[src/rtl/pipe_skid_reg.sv]
// Two-entry skid-buffered pipeline stage register; optional statistics via PIPE_REG_STATS_EN.
// Latency 1 cycle; IN_READY registered (low only in SKID), BUSYWAIT freezes, FLUSH empties.
module pipe_skid_reg #(
    parameter int DATA_WIDTH = 32,
    parameter int CTRL_WIDTH = 8,
    parameter int CNT_WIDTH  = 16
) (
    input  logic                  CLK,
    input  logic                  RESET,
    input  logic                  IN_VALID,
    output logic                  IN_READY,
    input  logic [DATA_WIDTH-1:0] IN_DATA,
    input  logic [CTRL_WIDTH-1:0] IN_CTRL,
    output logic                  OUT_VALID,
    input  logic                  OUT_READY,
    output logic [DATA_WIDTH-1:0] OUT_DATA,
    output logic [CTRL_WIDTH-1:0] OUT_CTRL,
    input  logic                  BUSYWAIT,
    input  logic                  FLUSH,
    output logic [CNT_WIDTH-1:0]  STALL_CNT,
    output logic [CNT_WIDTH-1:0]  BUBBLE_CNT
);

    localparam logic [1:0] ST_EMPTY = 2'd0;
    localparam logic [1:0] ST_FULL  = 2'd1;
    localparam logic [1:0] ST_SKID  = 2'd2;

    logic [1:0]            state_q, state_d;
    logic                  in_ready_q, in_ready_d;
    logic [DATA_WIDTH-1:0] main_data_q, main_data_d, skid_data_q, skid_data_d;
    logic [CTRL_WIDTH-1:0] main_ctrl_q, main_ctrl_d, skid_ctrl_q, skid_ctrl_d;
    logic                  out_valid;
    logic                  in_fire, out_fire;

    assign out_valid = (state_q == ST_FULL) || (state_q == ST_SKID);
    assign in_fire   = IN_VALID & in_ready_q & ~BUSYWAIT;
    assign out_fire  = out_valid & OUT_READY & ~BUSYWAIT;

    always_comb begin
        state_d     = state_q;
        main_data_d = main_data_q;
        main_ctrl_d = main_ctrl_q;
        skid_data_d = skid_data_q;
        skid_ctrl_d = skid_ctrl_q;
        case (state_q)
            ST_EMPTY: begin
                if (in_fire) begin
                    state_d     = ST_FULL;
                    main_data_d = IN_DATA;
                    main_ctrl_d = IN_CTRL;
                end
            end
            ST_FULL: begin
                if (in_fire && out_fire) begin
                    main_data_d = IN_DATA;
                    main_ctrl_d = IN_CTRL;
                end else if (in_fire) begin
                    state_d     = ST_SKID;
                    skid_data_d = IN_DATA;
                    skid_ctrl_d = IN_CTRL;
                end else if (out_fire) begin
                    state_d = ST_EMPTY;
                end
            end
            ST_SKID: begin
                if (out_fire) begin
                    state_d     = ST_FULL;
                    main_data_d = skid_data_q;
                    main_ctrl_d = skid_ctrl_q;
                end
            end
            default: state_d = ST_EMPTY;
        endcase
        // Flush overrides everything, including a frozen stage and a same-edge input beat.
        if (FLUSH) begin
            state_d     = ST_EMPTY;
            main_data_d = main_data_q;
            skid_data_d = skid_data_q;
            main_ctrl_d = '0;
            skid_ctrl_d = '0;
        end
    end

    assign in_ready_d = (state_d != ST_SKID);

    always_ff @(posedge CLK or negedge RESET) begin
        if (!RESET) begin
            state_q     <= ST_EMPTY;
            in_ready_q  <= 1'b1;
            main_data_q <= '0;
            main_ctrl_q <= '0;
            skid_data_q <= '0;
            skid_ctrl_q <= '0;
        end else begin
            state_q     <= state_d;
            in_ready_q  <= in_ready_d;
            main_data_q <= main_data_d;
            main_ctrl_q <= main_ctrl_d;
            skid_data_q <= skid_data_d;
            skid_ctrl_q <= skid_ctrl_d;
        end
    end

    assign IN_READY  = in_ready_q;
    assign OUT_VALID = out_valid;
    assign OUT_DATA  = main_data_q;
    assign OUT_CTRL  = out_valid ? main_ctrl_q : '0;

`ifdef PIPE_REG_STATS_EN
    logic [CNT_WIDTH-1:0] stall_cnt_q, bubble_cnt_q;

    always_ff @(posedge CLK or negedge RESET) begin
        if (!RESET) begin
            stall_cnt_q  <= '0;
            bubble_cnt_q <= '0;
        end else begin
            if (out_valid && (!OUT_READY || BUSYWAIT) && (stall_cnt_q != '1))
                stall_cnt_q <= stall_cnt_q + 1'b1;
            if (!out_valid && (bubble_cnt_q != '1))
                bubble_cnt_q <= bubble_cnt_q + 1'b1;
        end
    end

    assign STALL_CNT  = stall_cnt_q;
    assign BUBBLE_CNT = bubble_cnt_q;
`else
    assign STALL_CNT  = '0;
    assign BUBBLE_CNT = '0;
`endif

endmodule

[config.mk]
export PLATFORM = sky130hd
export DESIGN_NAME = pipe_skid_reg
export DESIGN_NICKNAME = d
export VERILOG_FILES = /design/src/rtl/pipe_skid_reg.sv
export SDC_FILE = /design/constraint.sdc
export NUM_CORES = 1
export LEC_CHECK = 0
export ABC_AREA = 1
export CORE_MARGIN = 2
export CORE_UTILIZATION = 25
export DETAILED_ROUTE_END_ITERATION = 16
export SLEW_MARGIN = 40
export SYNTH_ARGS = -nofsm -noshare
export SYNTH_HDL_FRONTEND = slang
export SYNTH_SLANG_ARGS = --single-unit
[constraint.sdc]
create_clock -name CLK -period 4.9 [get_ports CLK]
set_input_delay 1.225 -clock CLK [delete_from_list [all_inputs] [get_ports CLK]]
set_output_delay 1.225 -clock CLK [all_outputs]
set_load 0.05 [all_outputs]
* After elaboration in Yosys (flattened, before gate mapping)
Index checks and enable logic that the tools add are counted.
** Operators by class
- $add $sub $neg :: 0
- Equality and inequality tests :: 10
- Bitwise operators :: 7
- Reductions and logical operators :: 11
- Div/mod/pow operators :: 0
- $lt $le $gt $ge :: 0
- Multiplexer cells :: 20
- Multipliers :: 0
- Shifts and indexed selects :: 0
** Operators with widths (number)
- 32-bit 2-to-1 mux :: 3
- 32-bit one-hot mux with 3 select lines :: 1
- 8-bit 2-to-1 mux :: 8
- 8-bit one-hot mux with 3 select lines :: 1
- 2-bit 2-to-1 mux :: 6
- 2-bit != test (second input constant) :: 4
- 4-bit AND reduction :: 2
- 3-bit != test (second input constant) :: 2
- 2-bit one-hot mux with 3 select lines :: 1
- 5-bit AND reduction :: 1
- 1-bit bitwise AND :: 4
- 2-bit nonzero test :: 2
- 4-bit nonzero test :: 1
- 3-bit by 2-bit != test with 1-bit output (second input constant) :: 1
- 1-bit NOT :: 3
- 3-bit AND reduction :: 1
- 3-bit nonzero test :: 1
- 2-bit by 1-bit == test with 1-bit output (second input constant) :: 1
- 2-bit == test (second input constant) :: 1
- 2-bit logical NOT :: 1
- 2-bit by 1-bit != test with 1-bit output (second input constant) :: 1
- 1-bit logical AND :: 1
- 1-bit logical OR :: 1
** Word-level totals
- Latch bits :: 0
- Memory bits (read-only) :: 0
- Output and inout port bits :: 74
- Memories :: 0
- Input port bits :: 46
- Word-level logic and storage cells :: 54
- Bits in writable memories :: 0
- Register bits after elaboration :: 83

* Depth between registers and ports, before layout
Gate-level depths: netlist of run 1.
- Depth in word-level cells :: 10
- Gate-level depth with buffers :: 11
- Mapped depth without buffers :: 10

* Least setup slack after synthesis of run 1
OpenSTA, ideal clock, no wires.
- Kind :: reg-to-output
- Start :: register state_q[1]
- End :: output port OUT_CTRL[0]
- Buffers on the path :: 1
- Stages on the path, launching flop included :: 6
- Setup slack :: 2.088 ns
- Arrival time :: 1.587 ns
- Path through :: dfrtp_1 inv_1 ha_1 buf_6 nand2_1 inv_1
** Between the ends
- Longest elaborated chain between the ends :: 3
- Elaborated cells between the ends (all ways) :: 4
- Those cells by class :: eq/ne (2); mux (1); reduce/logical (1)
** RTL lines
- start: declaration :: RTL line 28 : logic [1:0] state_q, state_d;
- start signal: assignment :: RTL line 95 : state_q <= state_d;
- 2-bit by 1-bit == test with 1-bit output / 2-bit == test (equally long branches) :: RTL line 35 : assign out_valid = (state_q == ST_FULL) || (state_q == ST_SKID);
- 1-bit logical OR (*) :: RTL line 35
- via OUT_VALID :: RTL line 14 : output logic OUT_VALID,
- 8-bit 2-to-1 mux (*) :: RTL line 107 : assign OUT_CTRL = out_valid ? main_ctrl_q : '0;
- end: declaration :: RTL line 17 : output logic [CTRL_WIDTH-1:0] OUT_CTRL,
The timed path passes the listed nets; every way through them passes the cells marked *.

* Final worst setup path of run 1
- Start :: register state_q[1]
- End :: output port OUT_CTRL[6]
** Between the ends
- Longest elaborated chain between the ends :: 3
- Elaborated cells between the ends (all ways) :: 4
- Those cells by class :: eq/ne (2); mux (1); reduce/logical (1)
** RTL lines (RTL line)
- 2-bit by 1-bit == test with 1-bit output / 2-bit == test (equally long branches) :: 35
- 1-bit logical OR (*) :: 35
- 8-bit 2-to-1 mux (*) :: 107
Mark *: on every way between the ends. The rest lies on a longest branch, timed or not.

==> results.md, run 1 <==
* Via-to-Cell Ratio at 4.155
* Htree depth at 3
* CTS root buf: clkbuf_16
* Gr ovfl total at 0
* Yosys reg bits at 83
* Least-Margin Pin Slew at 0.7354 ns
* Slew Limit Headroom at 50.86%
* Initial core utilization at 25.67%
* Number of global-route vias before repair at 3229
* GPL Wtd Cong at 0.7783
* Pwr/cell area at 455.9 nW/um^2
* Iteration-0 DRC Markers at 226
* Core area at 16700 sq um
* WHS Path Cells at 2
* PostCTS Resize Cnt at 0
* CTS tree: built
* Fin crit share at 72.85%
* Synthesized area at 4287 sq um
* Max frequency at 0.2802 GHz
* Die Ht at 134.9 microns
* Synthesized instance count at 544
* Placed inst area at 5167 sq um
* Placed cell count at 824
* Max clock buf depth at 2
* Critical Path RT at 3.67 ns
* Proportion of synthesized chip area in sequential cells at 48.48%
* Hold crit path type: flop to flop
* First-pass DRT Iterations at 5
* CTS Sinks at 83
* First-pass GRT wire length at 16900 microns
* Most frequent cells in the layout: nand2_1, o21ai_0, clkdlybuf4s50_1
* Final Hold Vio Count at 0
* Total track usage at 11.85%
* Layout cells sized above 1 at 5.797%
* Number of diodes at 0
* Area Growth Syn to Fin at 27.99%
* Worst path cell trace: inv_1 > ha_1 > nand2_1 > inv_1 > clkdlybuf4s50_1
* Synthesized area per cell at 7.880 sq um
* Routed via count at 3494
* Min Tclk post-route at 3.569 ns
* Crit path max fanout at 11
* Row count at 47
* Clock Skew at 0.006244 ns
* Finished Cell Area at 5487 sq um
* Top Ports at 120
* Status: finished clean
* Setup Crit Path Kind: flop to output pin
* Yosys warnings at 0
* Final Power at 0.002501 W
* Worst R2R Path Depth at 8
* Die area at 18210 sq um
* Setup tns final at 0 ns
* Final setup vio count at 0
* Initial antenna violation count at 0
* Antenna violation net count after detailed routing at 0
* Total wire length at 10410 microns
* # Post-CTS Setup Buffers at 0
* DP Wirelength at 6952 microns
* Max rail drop VDD at 198.5 uV
* Slowest cell on crit path: clkdlybuf4s50_1
* Average wire per standard cell at 12.38 microns
* Num CTS Buffers at 9
* RSZ-0062 raised after global routing: false
* Critical Path Sink Type: output pin
* Clk pin slew, worst setup/hold paths at 0.06 ns
* Most common cell after layout, fill and taps aside: nand2_1
* DRC viols at 0
* Max-Cap Viols at 0
* Lkg Pwr at 2.658 nW
* Post-Layout Cell Count at 841
* Filler instances at 1779
* Setup crit start kind: flop
* Die width at 134.9 microns
* Worst-skew pair later-pin latency at 0.35 ns
* Synth cell types at 25
* Max incr delay on CP at 0.79 ns
* IO buf count at 87
* Top cell by count, worst path: inv_1
* # nets final at 666
* Final Max Slew Viols at 0
* Hold Buf Count CTS at 0
* Crit path DAT at 2.34 ns
* Largest net degree at the start of global routing at 84
-- routing by layer --
metal / vias up / global-route usage (%) / routed length [microns]
li1: 1805 / - / -
met1: 1569 / 15.34 / 4574
met2: 107 / 18.87 / 5034
met3: 13 / 4.129 / 673
met4: 0 / 3.241 / 132
met5: - / 0 / 0
-- cell families (layout without fill, tap and decap cells) --
kind of cell | Yosys count | after routing | synth area share [%]
and+or+nand+nor | 229 | 229 | 22.71
buffers and inverters | 112 | 158 | 13.81
adders and majority gates | 4 | 4 | 1.168
AOI/OAI and AO/OA | 115 | 115 | 13.75
DFF | 83 | 83 | 48.48
other | 1 | 32 | 0.08748
-- per-stage QoR --
stage | worst slack (ns) | hold slack (ns) | utilization, %
CTS | 1.287 | 0.4890 | 32.75
global route | 1.126 | 0.4978 | 32.85
global placement | 1.410 | 0.4654 | 30.92
detailed placement | 1.405 | 0.4732 | 30.94
finish | 1.331 | 0.4839 | 32.85
floorplan | 2.088 | 0.4529 | -
-- power by group --
group / internal [W] / leakage, nW / total [W] / switching, W
clock: 0.000397 / 0.142 / 0.000692 / 0.000294
sequential: 0.000861 / 1.07 / 0.000966 / 0.000105
combinational: 0.000263 / 1.45 / 0.000843 / 0.000580
-- sequential cells by signal, indices dropped and copies added, names as in the netlist --
signal       count
OUT_DATA        32
skid_data_q     32
main_ctrl_q      8
skid_ctrl_q      8
state_q          2
IN_READY         1
-- worst paths after layout --
| path | start | to | slack [ns] |
|---|---|---|---|
| max | state_q[1] | OUT_CTRL[6] | 1.33 |
| min | skid_data_q[6] | skid_data_q[6] | 0.48 |
| max reg2reg | state_q[1] | OUT_DATA[4] | 2.27 |
| min reg2reg | skid_data_q[6] | skid_data_q[6] | 0.48 |
| max in group asynchronous | RESET | OUT_DATA[23] | 3.50 |
| min in group asynchronous | RESET | skid_data_q[27] | 0.92 |
-- synthesized netlist by cell type, drive strengths merged --
cell type	n	area [sq um]
a21oi	4	31.28
o21ai	110	550.5
clkbuf	9	36.29
nand4	8	50.05
dfrtp	82	2052
nand2	176	668.1
conb	1	3.750
inv	53	198.9
nand3	27	165.2
ha	4	50.05
buf	50	356.6
o211ai	1	7.510
nor2	18	90.08
dfstp	1	26.28
-- cell type report --
| type | instances | area (sq um) | area share [%] |
|---|---|---|---|
| Sequential cell | 83 | 2078 | 37.88 |
| Multi-Input combinational cell | 380 | 1735 | 31.63 |
| Timing Repair Buffer | 89 | 897.1 | 16.35 |
| Tap cell | 220 | 275.3 | 5.017 |
| Clock buffer | 9 | 225.2 | 4.105 |
| Inverter | 53 | 198.9 | 3.626 |
| Clock inverter | 7 | 76.32 | 1.391 |
-- critical path, delay by kind of cell, from the launching register on --
kind                     cells  cell delay (ns)
adder cells (fa/ha/maj)      1             0.52
buffers and inverters        3             0.95
flip-flops                   1             0.41
AND/OR/NAND/NOR              1             0.11
Note: power is estimated with default switching activity, not from simulation.
==> inputs of run 2 (changes only) <==
==> constraint.sdc (replaced) <==
create_clock -name CLK -period 3.4 [get_ports CLK]
set_input_delay 0.85 -clock CLK [delete_from_list [all_inputs] [get_ports CLK]]
set_output_delay 0.85 -clock CLK [all_outputs]
set_load 0.05 [all_outputs]
==> run 2 against run 1 <==
Worst hold slack improved by 0.0010 ns; total power up 47%; utilization grew 0.45 points; largest cell class unchanged.
==> results.md, run 2 (synthesis gave the netlist of run 1 again) <==
* Row count at 47 (unchanged)
* FF-to-FF End: OUT_DATA[5]
* Die Ht at 134.9 microns (unchanged)
* Final Hold Vio Count at 0 (unchanged)
* # nets final at 671 (+0.75%)
* DRC viols at 0 (unchanged)
* Setup crit start kind: flop
* Iteration-0 DRC Markers at 225 (-0.44%)
* Max incr delay on CP at 0.79 ns (about the same)
* Logic gate share of total power at 33.4% (-0.3 points)
* Top Ports at 120 (unchanged)
* Top cell by count, worst path: inv_1
* Clock Skew at 0.007694 ns (+0.001450 ns)
* Max rail drop VDD at 326.4 uV (+64%)
* FF-to-FF setup slack at 1.07 ns (-1.20 ns)
* CTS tree: built
* Timing endpoint of the critical path: OUT_CTRL[3]
* # Post-CTS Setup Buffers at 0 (unchanged)
* Worst setup path startpoint: state_q[1]
* PostCTS Resize Cnt at 0 (unchanged)
* Least-Margin Pin Slew at 0.5448 ns (-0.1907 ns)
* Worst Path Buf+Inv at 3 (unchanged)
* Critical Path RT at 2.55 ns (-1.12 ns)
* Lkg Pwr at 2.697 nW (+1.5%)
* Hold WS at 0.4849 ns (+0.001015 ns)
* RSZ-0062 raised after global routing: false
* Worst r2r src: state_q[1]
* Crit path DAT at 2.31 ns (-0.03 ns)
* Crit path max fanout at 11 (unchanged)
* Clk pin slew, worst setup/hold paths at 0.06 ns (about the same)
* Slowest cell on crit path: clkdlybuf4s50_1
* Layout cells sized above 1 at 6.550% (+0.75 points)
* Area Growth Syn to Fin at 29.74%
* Max frequency at 0.3160 GHz
* Htree depth at 3 (unchanged)
* CTS root buf: clkbuf_16
* First-pass GRT wire length at 17300 microns (+2.4%)
* Most common cell after layout, fill and taps aside: nand2_1
* Min Tclk post-route at 3.164 ns
* Largest net degree at the start of global routing at 47 (-44%)
* Worst R2R Path Depth at 9 (+1)
* Hold crit path type: flop to flop
* DP Wirelength at 7015 microns (+0.90%)
* Slew Limit Headroom at 63.68% (+13 points)
* Average wire per standard cell at 12.30 microns (-0.67%)
* Max-Cap Viols at 0 (unchanged)
* First-pass DRT Iterations at 4 (-1)
* Number of diodes at 0 (unchanged)
* Final Power at 0.003668 W (+47%)
* Switching pwr at 0.001377 W (+41%)
* Filler instances at 1818 (+2.2%)
* Total wire length at 10410 microns (about the same)
* Gr ovfl total at 0 (unchanged)
* Fin crit share at 93.06%
* Hold Buf Count CTS at 0 (unchanged)
* Sequential share of power at 37.5% (-1.1 points)
* Setup tns final at 0 ns (unchanged)
* Clock share of power at 29.1% (+1.4 points)
* Initial core utilization at 25.67% (unchanged)
* GPL Wtd Cong at 0.7243 (-6.9%)
* Core area at 16700 sq um (unchanged)
* Most frequent cells in the layout: nand2_1, o21ai_0, clkdlybuf4s50_1
* Worst path cell trace: inv_1 > ha_1 > nand2_1 > inv_1 > clkdlybuf4s50_1
* Antenna violation net count after detailed routing at 0 (unchanged)
* Final Max Slew Viols at 0 (unchanged)
* Setup slack after layout at 0.2358 ns (-1.095 ns)
* Worst-skew pair later-pin latency at 0.34 ns (about the same)
* Pwr/cell area at 659.4 nW/um^2 (+45%)
* Max clock buf depth at 2 (unchanged)
* Setup Crit Path Kind: flop to output pin
* Initial antenna violation count at 0 (unchanged)
* Status: finished clean
* Number of global-route vias before repair at 3433 (+6.3%)
* Die area at 18210 sq um (unchanged)
* Critical path depth in cells at 5 (unchanged)
* Num CTS Buffers at 9 (unchanged)
* Critical Path Sink Type: output pin
* Post-Place Setup Slack at 0.5944 ns (-0.8106 ns)
* Via-to-Cell Ratio at 4.233 (+1.9%)
* CTS Sinks at 83 (unchanged)
* Total track usage at 11.94% (+0.092 points)
* Routed via count at 3581 (+2.5%)
* Internal power at 0.002291 W (+51%)
* Final setup vio count at 0 (unchanged)
* Crit path max-delay family: buffers and inverters
* Die width at 134.9 microns (unchanged)
* IO buf count at 87 (unchanged)
* Net switching share of the total power at 37.54% (-1.6 points)
==> run 2: power by group through the flow <==
stage | clock network, W | logic, W | registers (W)
after CTS | 0.00111 | 0.00124 | 0.00138
after floorplan | 0 | 0.000441 | 0.00178
final | 0.00107 | 0.00123 | 0.00138
after detailed placement | 0 | 0.00124 | 0.00139
after global placement | 0 | 0.00122 | 0.00139
after global routing | 0.00115 | 0.00132 | 0.00141
==> run 2: how the worst min path moves through the flow <==
stage               depth (start not counted)  slack (ns)             from               to
floorplan                                   2        0.45  skid_data_q[10]  skid_data_q[10]
detailed placement                          2        0.47  skid_data_q[28]  skid_data_q[28]
global route                                2        0.51   skid_data_q[6]   skid_data_q[6]
CTS                                         2        0.49   skid_data_q[1]   skid_data_q[1]
finish                                      2        0.48  skid_data_q[24]  skid_data_q[24]
global placement                            2        0.47  skid_data_q[27]  skid_data_q[27]
==> run 2: through the flow <==
stage | utilization, % | cell area (sq um) | std cells
floorplan | - | 4403 | 575
global placement | 31.34 | 5234 | 830
detailed placement | 31.34 | 5234 | 830
CTS | 33.30 | 5562 | 846
global route | 33.30 | 5562 | 846
finish | 33.30 | 5562 | 846
==> run 2: worst min-delay path, delay by kind of cell (launching register included) <==
kind / cells / cell delay, ns
AO/OA/AOI/OAI: 1 / 0.06
flip-flops: 1 / 0.34
AND/OR/NAND/NOR: 1 / 0.05
==> run 2: metal layers <==
layer  global-route usage [%]  wire, microns
met1                    15.38           4843
met5                        0              0
met4                    3.646            126
met2                    19.68           4974
met3                    3.153            462
==> run 2: area by class of cell <==
type | instances | area [sq um] | area share (%)
Tap cell | 220 | 275.3 | 4.949
Clock buffer | 10 | 239.0 | 4.297
Inverter | 53 | 198.9 | 3.577
Multi-Input combinational cell | 380 | 1735 | 31.20
Sequential cell | 83 | 2078 | 37.37
Timing Repair Buffer | 94 | 945.9 | 17.01
Clock inverter | 6 | 88.84 | 1.597
==> inputs of run 3 (changes only) <==
--- a/config.mk
+++ b/config.mk
@@ -8,6 +8,7 @@
 export ABC_AREA = 1
 export CORE_MARGIN = 2
 export CORE_UTILIZATION = 25
+export CTS_BUF_LIST = sky130_fd_sc_hd__clkbuf_8
 export DETAILED_ROUTE_END_ITERATION = 16
 export SLEW_MARGIN = 40
 export SYNTH_ARGS = -nofsm -noshare
==> run 3 against run 2 <==
Die area stayed put; total power is 7.0% lower; highest routed layer unchanged; maximum frequency is 1.3% lower; critical path depth stayed put; sequential share of layout area is 0.69 points higher; largest cell class unchanged; cell area is 1.8% lower; utilization is 0.61 points lower; final cell count stayed put.
==> results.md, run 3 (synthesis gave the netlist of run 1 again) <==
* Final Power at 0.003409 W (-7.0%)
* FF-to-FF setup slack at 1.07 ns (about the same)
* Worst R2R Path Depth at 9 (unchanged)
* Htree depth at 3 (unchanged)
* Clock share of power at 23.9% (-5.2 points)
* Logic gate share of total power at 35.9% (+2.5 points)
* Max rail drop VDD at 326.0 uV (-0.12%)
* First-pass GRT wire length at 17250 microns (-0.28%)
* Max incr delay on CP at 0.79 ns (about the same)
* IO buf count at 87 (unchanged)
* Antenna violation net count after detailed routing at 0 (unchanged)
* Iteration-0 DRC Markers at 221 (-1.8%)
* # nets final at 671 (unchanged)
* Hold Buf Count CTS at 0 (unchanged)
* Fin crit share at 94.32% (+1.3 points)
* Final Hold Vio Count at 0 (unchanged)
* Most common cell after layout, fill and taps aside: nand2_1
* Layout cells sized above 1 at 6.550% (unchanged)
* Initial antenna violation count at 0 (unchanged)
* DP Wirelength at 7015 microns (unchanged)
* RSZ-0062 raised after global routing: false
* Die width at 134.9 microns (unchanged)
* Hold crit path type: primary input to asynchronous set/reset pin
* Clock Skew at 0.01050 ns (+0.002808 ns)
* Critical Path RT at 2.55 ns (about the same)
* Top cell by count, worst path: inv_1
* Max clock buf depth at 2 (unchanged)
* GPL Wtd Cong at 0.7243 (unchanged)
* Lkg Pwr at 2.651 nW (-1.7%)
* CTS Sinks at 83 (unchanged)
* CTS root buf: clkbuf_8
* Crit path max fanout at 11 (unchanged)
* Worst r2r src: state_q[1]
* Slowest cell on crit path: clkdlybuf4s50_1
* Area Growth Syn to Fin at 27.38%
* Die area at 18210 sq um (unchanged)
* Worst path cell trace: inv_1 > ha_1 > nand2_1 > inv_1 > clkdlybuf4s50_1
* Max frequency at 0.3118 GHz (-1.3%)
* CTS tree: built
* Worst setup path startpoint: state_q[1]
* Average wire per standard cell at 12.25 microns (-0.42%)
* Initial core utilization at 25.67% (unchanged)
* Sequential share of power at 40.2% (+2.7 points)
* DRC viols at 0 (unchanged)
* PostCTS Resize Cnt at 0 (unchanged)
* Routed via count at 3573 (-0.22%)
* Worst-skew pair later-pin latency at 0.38 ns (+0.04 ns)
* First-pass DRT Iterations at 4 (unchanged)
* FF-to-FF End: OUT_DATA[5]
* Clk pin slew, worst setup/hold paths at 0.09 ns (+0.03 ns)
* Final Max Slew Viols at 0 (unchanged)
* Total track usage at 11.97% (+0.024 points)
* Least-Margin Pin Slew at 0.5475 ns (+0.002694 ns)
* Num CTS Buffers at 9 (unchanged)
* Status: finished clean
* Slew Limit Headroom at 63.50% (-0.18 points)
* Max-Cap Viols at 0 (unchanged)
* Setup Crit Path Kind: flop to output pin
* Total wire length at 10360 microns (-0.42%)
* Via-to-Cell Ratio at 4.223 (-0.22%)
* Number of diodes at 0 (unchanged)
* Row count at 47 (unchanged)
* # Post-CTS Setup Buffers at 0 (unchanged)
* Core area at 16700 sq um (unchanged)
* Largest net degree at the start of global routing at 47 (unchanged)
* Min Tclk post-route at 3.207 ns (+0.04254 ns)
* Net switching share of the total power at 39.62% (+2.1 points)
* Top Ports at 120 (unchanged)
* Switching pwr at 0.001351 W (-1.9%)
* Most frequent cells in the layout: nand2_1, o21ai_0, clkdlybuf4s50_1
* Die Ht at 134.9 microns (unchanged)
* Crit path DAT at 2.36 ns (+0.05 ns)
* Setup tns final at 0 ns (unchanged)
* Gr ovfl total at 0 (unchanged)
* Number of global-route vias before repair at 3415 (-0.52%)
* Pwr/cell area at 624.4 nW/um^2 (-5.3%)
* Final setup vio count at 0 (unchanged)
* Setup crit start kind: flop
* Internal power at 0.002058 W (-10%)
* Critical Path Sink Type: output pin
[run 3: changes by cell type in the layout (fill, tap and decap cells not counted)]
cell / previous run / this run
clkbuf_8: 1 / 10
clkbuf_16: 9 / 0
[run 3: area by class of cell]
class / instances / area [sq um]
Tap cell: 220 / 275.3
Inverter: 53 / 198.9
Clock inverter: 6 / 88.84
Clock buffer: 10 / 137.6
Fill cell: 1824 / 11240
Timing Repair Buffer: 94 / 945.9
Sequential cell: 83 / 2078
Multi-Input combinational cell: 380 / 1735
[run 3: how the worst max path moves through the flow]
stage / depth (start not counted) / to / slack [ns]
global route: 5 / OUT_CTRL[3] / 0.07
finish: 5 / OUT_CTRL[3] / 0.19
floorplan: 5 / OUT_CTRL[0] / 0.96
global placement: 5 / OUT_CTRL[6] / 0.61
detailed placement: 5 / OUT_CTRL[4] / 0.59
CTS: 5 / OUT_CTRL[4] / 0.16
[run 3: critical path: cells and delay by family (launching register included)]
kind / cells / cell delay (ns)
adders and majority gates: 1 / 0.51
buffers and inverters: 3 / 0.96
DFF: 1 / 0.43
and+or+nand+nor: 1 / 0.09
[run 3: layer usage]
layer,wire (microns),share of wire [%],up-vias,global-route usage [%]
met1,4805,46,1664,15.55
met5,0,0,-,0
met2,4906,47,78,19.32
met4,154,1.5,0,4.167
li1,-,-,1818,-
met3,496,4.8,13,3.153
[run 3: power groups by stage]
stage	clock [W]	sequential (W)	combinational [W]
after floorplan	0	0.00178	0.000441
after global placement	0	0.00139	0.00122
after detailed placement	0	0.00139	0.00124
after CTS	0.000852	0.00138	0.00124
after global routing	0.000892	0.00141	0.00132
final	0.000813	0.00137	0.00122
[run 3: per-stage QoR]
| step | cells | instance area (sq um) | setup WS (ns) | hold WS (ns) | util (%) |
|---|---|---|---|---|---|
| floorplan | 575 | 4403 | 0.9628 | 0.4529 | - |
| global placement | 830 | 5234 | 0.6092 | 0.4658 | 31.34 |
| CTS | 846 | 5460 | 0.1590 | 0.4488 | 32.69 |
| detailed placement | 830 | 5234 | 0.5944 | 0.4739 | 31.34 |
| global route | 846 | 5460 | 0.07091 | 0.4686 | 32.69 |
| finish | 846 | 5460 | 0.1933 | 0.4477 | 32.69 |
